[config.mk]
export PLATFORM = sky130hd
export DESIGN_NAME = cost_rom_arbiter
export DESIGN_NICKNAME = d
export VERILOG_FILES = /design/src/rtl/cost_rom_arbiter.sv
export SDC_FILE = /design/constraint.sdc
export NUM_CORES = 1
export LEC_CHECK = 0
export BUFFER_PORTS_ARGS = -buffer_cell sky130_fd_sc_hd__buf_2
export CAP_MARGIN = 15
export CELL_PAD_IN_SITES_DETAIL_PLACEMENT = 1
export CELL_PAD_IN_SITES_GLOBAL_PLACEMENT = 2
export CORE_ASPECT_RATIO = 0.8
export CORE_MARGIN = 1
export CORE_UTILIZATION = 33
export DETAILED_ROUTE_END_ITERATION = 7
export GPL_ROUTABILITY_DRIVEN = 0
export PLACE_DENSITY_LB_ADDON = 0.12
export SYNTH_ARGS = -nofsm -noshare
export SYNTH_HDL_FRONTEND = slang
export SYNTH_SLANG_ARGS = --single-unit
[constraint.sdc]
create_clock -name clk -period 4.1 [get_ports clk]
set_clock_uncertainty 0.15 [all_clocks]
set_input_delay 0.615 -clock clk [delete_from_list [all_inputs] [get_ports clk]]
set_output_delay 0.615 -clock clk [all_outputs]
set_load 0.1 [all_outputs]
[src/rtl/cost_rom_arbiter.sv]
// cost_rom_arbiter
// Shares the single-ported 8x8 job-cost table between two assignment-search
// engines. Round-robin grant, locked bursts with a stall timeout, zero-bubble
// handover, and a fixed two-cycle read return routed back to the requester
// that issued the transfer.
module cost_rom_arbiter #(
    parameter int BURST_LEN    = 8,
    parameter int IDLE_TIMEOUT = 4
) (
    input  logic       clk,
    input  logic       rst_n,
    input  logic       i_req0,
    input  logic       i_lock0,
    input  logic [2:0] i_w0,
    input  logic [2:0] i_j0,
    input  logic       i_req1,
    input  logic       i_lock1,
    input  logic [2:0] i_w1,
    input  logic [2:0] i_j1,
    output logic       o_gnt0,
    output logic       o_gnt1,
    output logic       o_rvalid0,
    output logic       o_rvalid1,
    output logic [6:0] o_rdata0,
    output logic [6:0] o_rdata1,
    output logic [2:0] o_w,
    output logic [2:0] o_j,
    output logic       o_rom_en,
    input  logic [6:0] i_cost
);

    typedef enum logic [1:0] {
        ST_IDLE = 2'd0,
        ST_OWN0 = 2'd1,
        ST_OWN1 = 2'd2
    } state_t;

    localparam logic [3:0] BURST_LAST = 4'(BURST_LEN - 1);
    localparam logic [2:0] STALL_LAST = 3'(IDLE_TIMEOUT - 1);

    state_t     r_state;
    logic       r_gnt0;
    logic       r_gnt1;
    logic       r_rr;
    logic [3:0] r_burst_cnt;
    logic [2:0] r_stall_cnt;
    logic [2:0] r_w_last;
    logic [2:0] r_j_last;
    logic       r_tag_valid;
    logic       r_tag_id;
    logic       r_rvalid0;
    logic       r_rvalid1;
    logic [6:0] r_rdata0;
    logic [6:0] r_rdata1;

    logic       w_own0;
    logic       w_own1;
    logic       w_owner_id;
    logic       w_req_own;
    logic       w_lock_own;
    logic       w_req_oth;
    logic       w_xfer;
    logic       w_release;
    logic [2:0] w_addr_w;
    logic [2:0] w_addr_j;
    state_t     w_next_state;

    // Owner view: the current owner's request/lock, the contender's request.
    assign w_own0     = (r_state == ST_OWN0);
    assign w_own1     = (r_state == ST_OWN1);
    assign w_owner_id = w_own1;
    assign w_req_own  = w_own1 ? i_req1  : i_req0;
    assign w_lock_own = w_own1 ? i_lock1 : i_lock0;
    assign w_req_oth  = w_own1 ? i_req0  : i_req1;
    assign w_xfer     = (w_own0 & i_req0) | (w_own1 & i_req1);
    assign w_addr_w   = w_own1 ? i_w1 : i_w0;
    assign w_addr_j   = w_own1 ? i_j1 : i_j0;

    // End of tenure: unlocked transfer, full burst, unlocked drop, or stall timeout.
    assign w_release = (w_own0 | w_own1) &
                       ( w_req_own ? (!w_lock_own || (r_burst_cnt == BURST_LAST))
                                   : (!w_lock_own || (r_stall_cnt == STALL_LAST)) );

    // Next-state selection: winner from IDLE, handover or re-grant on release.
    always_comb begin
        // NOTE: default first so every path assigns w_next_state and no latch is inferred.
        w_next_state = r_state;
        case (r_state)
            ST_IDLE: begin
                if (i_req0 && i_req1) begin
                    w_next_state = r_rr ? ST_OWN1 : ST_OWN0;
                end else if (i_req0) begin
                    w_next_state = ST_OWN0;
                end else if (i_req1) begin
                    w_next_state = ST_OWN1;
                end
            end
            default: begin
                if (w_release) begin
                    if (w_req_oth) begin
                        w_next_state = w_own1 ? ST_OWN0 : ST_OWN1;
                    end else if (!w_req_own) begin
                        w_next_state = ST_IDLE;
                    end
                end
            end
        endcase
    end

    // Arbitration FSM with registered grants, round-robin pointer and tenure counters.
    always_ff @(posedge clk or negedge rst_n) begin
        if (!rst_n) begin
            r_state     <= ST_IDLE;
            r_gnt0      <= 1'b0;
            r_gnt1      <= 1'b0;
            r_rr        <= 1'b0;
            r_burst_cnt <= '0;
            r_stall_cnt <= '0;
        end else begin
            // NOTE: non-blocking assignments so every register samples pre-edge values.
            r_state <= w_next_state;
            r_gnt0  <= (w_next_state == ST_OWN0);
            r_gnt1  <= (w_next_state == ST_OWN1);
            if (w_release) begin
                r_rr <= ~w_owner_id;
            end
            if ((r_state == ST_IDLE) || w_release) begin
                r_burst_cnt <= '0;
                r_stall_cnt <= '0;
            end else if (w_xfer) begin
                r_burst_cnt <= r_burst_cnt + 4'd1;
                r_stall_cnt <= '0;
            end else begin
                // Owner not requesting and not released means it is holding the lock.
                r_stall_cnt <= r_stall_cnt + 3'd1;
            end
        end
    end

    // Remember the last table address so W/J hold between transfers.
    always_ff @(posedge clk or negedge rst_n) begin
        if (!rst_n) begin
            r_w_last <= '0;
            r_j_last <= '0;
        end else if (w_xfer) begin
            r_w_last <= w_addr_w;
            r_j_last <= w_addr_j;
        end
    end

    // Tag each transfer, then steer the table data to the requester that issued it.
    always_ff @(posedge clk or negedge rst_n) begin
        if (!rst_n) begin
            r_tag_valid <= 1'b0;
            r_tag_id    <= 1'b0;
            r_rvalid0   <= 1'b0;
            r_rvalid1   <= 1'b0;
            r_rdata0    <= '0;
            r_rdata1    <= '0;
        end else begin
            r_tag_valid <= w_xfer;
            r_tag_id    <= w_owner_id;
            r_rvalid0   <= r_tag_valid & ~r_tag_id;
            r_rvalid1   <= r_tag_valid &  r_tag_id;
            if (r_tag_valid && !r_tag_id) begin
                r_rdata0 <= i_cost;
            end
            if (r_tag_valid && r_tag_id) begin
                r_rdata1 <= i_cost;
            end
        end
    end

    assign o_gnt0    = r_gnt0;
    assign o_gnt1    = r_gnt1;
    assign o_rom_en  = w_xfer;
    assign o_w       = w_xfer ? w_addr_w : r_w_last;
    assign o_j       = w_xfer ? w_addr_j : r_j_last;
    assign o_rvalid0 = r_rvalid0;
    assign o_rvalid1 = r_rvalid1;
    assign o_rdata0  = r_rdata0;
    assign o_rdata1  = r_rdata1;

endmodule

==> reports/results.txt <==
core box area - 4680 µm²
post-synthesis mux area share - 10.7%
top cells by instance count after synthesis - sky130_fd_sc_hd__dfrtp_1, sky130_fd_sc_hd__nand2_1, sky130_fd_sc_hd__o21ai_0
status - finished clean
distinct cell type count after synthesis - 28
detailed-route vias per instance - 4.72
vertical die dimension - 64.9 µm
share of the synthesized area in the top cell type - 55.3%
maximum clock frequency - 329 MHz
combinational family with the most area after synthesis - simple AND/OR/NAND/NOR gates
max_cap viols - 0
effective utilization at floorplan - 34.8%
Synth Cell Area - 1630 µm²
Warnings, synthesis - 0
most instantiated flip-flop cell in the synthesis netlist - sky130_fd_sc_hd__dfrtp_1
final setup fails - 0
layout-stage area growth over the synthesis result - 25.9%
worst-case register-to-register setup slack - 1.69 ns
clock sinks - 36
total DRC errors in the routed layout - 0
Gate Count Post-Synth - 153
mean cell area of the mapped netlist - 10.7 µm²
required time worst endpoint - 3.34 ns
Layout Nets - 239
half-perimeter wire length of the detailed placement result - 2910 µm
number of max-slew violations in the final report - 0
class of the worst hold path - primary input to async pin
via count of the first global-routing pass - 1377
proportion of synthesized chip area in sequential cells - 55.3%
antenna violations before repair - 0
final routed wire length divided by cell count - 14.4 µm
# rows - 22
Critical Path Slowest Stage Cell - sky130_fd_sc_hd__ha_1
Worst Setup Path Type - flip-flop to output port
number of antenna cells inserted - 0
global route total overflow - 0
number of H-tree branching levels - 2
sequence of cells on the critical path - inv_1 -> ha_1 -> mux2i_1 -> o21ai_0 -> buf_2
crit share post-route - 74.1%
DR pass1 iterations - 4
count of filler cells inserted in the layout - 569
signal arrival time at the worst endpoint - 2.27 ns
headroom to the max-slew limit - 47.4%
Least-Margin Pin Slew - 0.789 ns
compound-gate portion of the synthesized area - 8.29%
path depth of the worst reg2reg path - 7
drt first-iter violations - 48
GRT Util Overall - 17.2%
count of antenna-violating nets left after detailed routing - 0
RR Startpoint - r_state[0]
leading post-synthesis cells by cell area - sky130_fd_sc_hd__dfrtp_1, sky130_fd_sc_hd__nand2_1, sky130_fd_sc_hd__ha_1, sky130_fd_sc_hd__mux2i_1, sky130_fd_sc_hd__mux2_2
destination of the worst register-to-register timing path - o_gnt0
cell with the most instances after synthesis - sky130_fd_sc_hd__dfrtp_1
quantity of gates resized following cts - 0
post-synthesis xor/xnor area fraction - 1.61%
Sum Neg Setup Slack - 0 ns
EDFF count, synth - 0
vias after detailed routing - 1264
post-CTS clock slew at the launch and capture registers of the worst setup and hold paths - 0.07 ns
final WL - 3870 µm
max incr delay on CP - 0.56 ns
# IOs - 50
Synth async-reset ratio - 100%
cell chosen for the clock root - sky130_fd_sc_hd__clkbuf_8
synthesized-area fraction occupied by adder cells - 5.37%
wire length of the first global-routing pass - 6710 µm
die width - 80.6 µm
number of setup buffers added after CTS - 0
worst-path maximum fanout - 12
latest clock arrival within the worst-skew pair - 0.28 ns
CTS hold repair buffers - 0
#FFs+latches synth - 36
Hold Fails Final Rpt - 0
die outline area - 5230 µm²
setup repair after global routing missed its margin - false
type of element capturing the critical path - output port
pin count of the biggest net entering global routing - 37
TritonCTS clock tree - built
post-synth net total - 185
share of layout cells above drive strength 1 - 32.2%
Yosys top cell by area - sky130_fd_sc_hd__dfrtp_1
post-layout min period - 3.04 ns
simple-gate area share of the yosys netlist - 16.2%
clock buffer count from CTS - 5
Port Buffers - 49
CP startpoint kind - flip-flop
number of buffers on the longest clock path - 2
## layout by cell type, fill, tap and decap left out, types with 2 or more instances in the layout
cell type and n:
sky130_fd_sc_hd__a21oi_1 4, sky130_fd_sc_hd__clkbuf_8 5, sky130_fd_sc_hd__mux2i_1 8, sky130_fd_sc_hd__buf_2 49, sky130_fd_sc_hd__dfrtp_1 36, sky130_fd_sc_hd__nand2b_1 4
sky130_fd_sc_hd__o21ai_0 12, sky130_fd_sc_hd__nand2_1 34, sky130_fd_sc_hd__nand4b_1 2, sky130_fd_sc_hd__ha_1 7, sky130_fd_sc_hd__nor2_1 11, sky130_fd_sc_hd__xor2_1 2
sky130_fd_sc_hd__inv_1 7, sky130_fd_sc_hd__mux2_2 7, sky130_fd_sc_hd__nor2b_1 3
## critical path, delay by kind of cell, from the launching register on
family	cells	cell delay [ns]
flops	1	0.41
buf+inv	2	0.61
mux	1	0.15
compound gates	1	0.25
fa+ha+maj	1	0.56
## worst max path at each step
| stage | startpoint | end | slack (ns) | depth (start not counted) |
|---|---|---|---|---|
| 4_1_cts | r_state[0] | o_w[2] | 1.01 | 5 |
| 3_3_place_gp | r_state[0] | o_w[2] | 1.50 | 5 |
| 2_1_floorplan | r_state[0] | o_j[0] | 0.06 | 5 |
| 6_report | r_state[0] | o_w[2] | 1.06 | 5 |
| 5_1_grt | r_state[0] | o_w[2] | 0.83 | 5 |
| 3_5_place_dp | r_state[0] | o_w[2] | 1.38 | 5 |
## layout make-up
| class | instances | area, µm² | share of cell area [%] |
|---|---|---|---|
| clock buffers | 6 | 72.6 | 3.53 |
| clock inverters | 2 | 35.0 | 1.71 |
| inverters | 8 | 30.0 | 1.46 |
| multi-input cells | 106 | 687 | 33.5 |
| flip-flops and latches | 36 | 901 | 43.9 |
| well taps | 60 | 75.1 | 3.66 |
| repair buffers | 50 | 253 | 12.3 |
## routing by layer
metal  vias up  part of all wire (%)  GRT usage, %  wire length, µm
met5         -                     0             0                0
met4         0                  0.93          6.03               36
met3         5                   6.7          4.79              259
met2        39                    43          26.4             1640
met1       603                    50          23.0             1930
li1        617                     -             -                -
## state kept, by name, indices dropped and copies added (netlist names)
name / cells
o_rvalid1: 1
r_burst_cnt: 4
r_j_last: 3
o_rdata1: 7
r_stall_cnt: 3
r_tag_id: 1
r_w_last: 3
r_state: 2
o_rvalid0: 1
o_gnt1: 1
o_rdata0: 7
r_tag_valid: 1
r_rr: 1
o_gnt0: 1
## per-stage QoR
step	hold slack, ns	worst slack (ns)	cells	utilization, %	cell area (µm²)
after global placement	0.269	1.50	260	41.6	1950
after global routing	0.323	0.834	268	43.9	2050
final	0.260	1.06	268	43.9	2050
after CTS	0.299	1.01	268	43.9	2050
after floorplan	0.169	0.0568	153	-	1630
after detailed placement	0.298	1.38	260	41.6	1950
## cell families after synthesis
kind of cell,count (synthesis)
flip-flops,36
AND/OR/NAND/NOR,59
multiplexers,16
AO/OA/AOI/OAI,21
adder cells (fa/ha/maj),7
XOR/XNOR,3
buffers and inverters,11
Power is not shown: default switching activity piles up to over one toggle a cycle in this logic, so the estimate is an artifact.
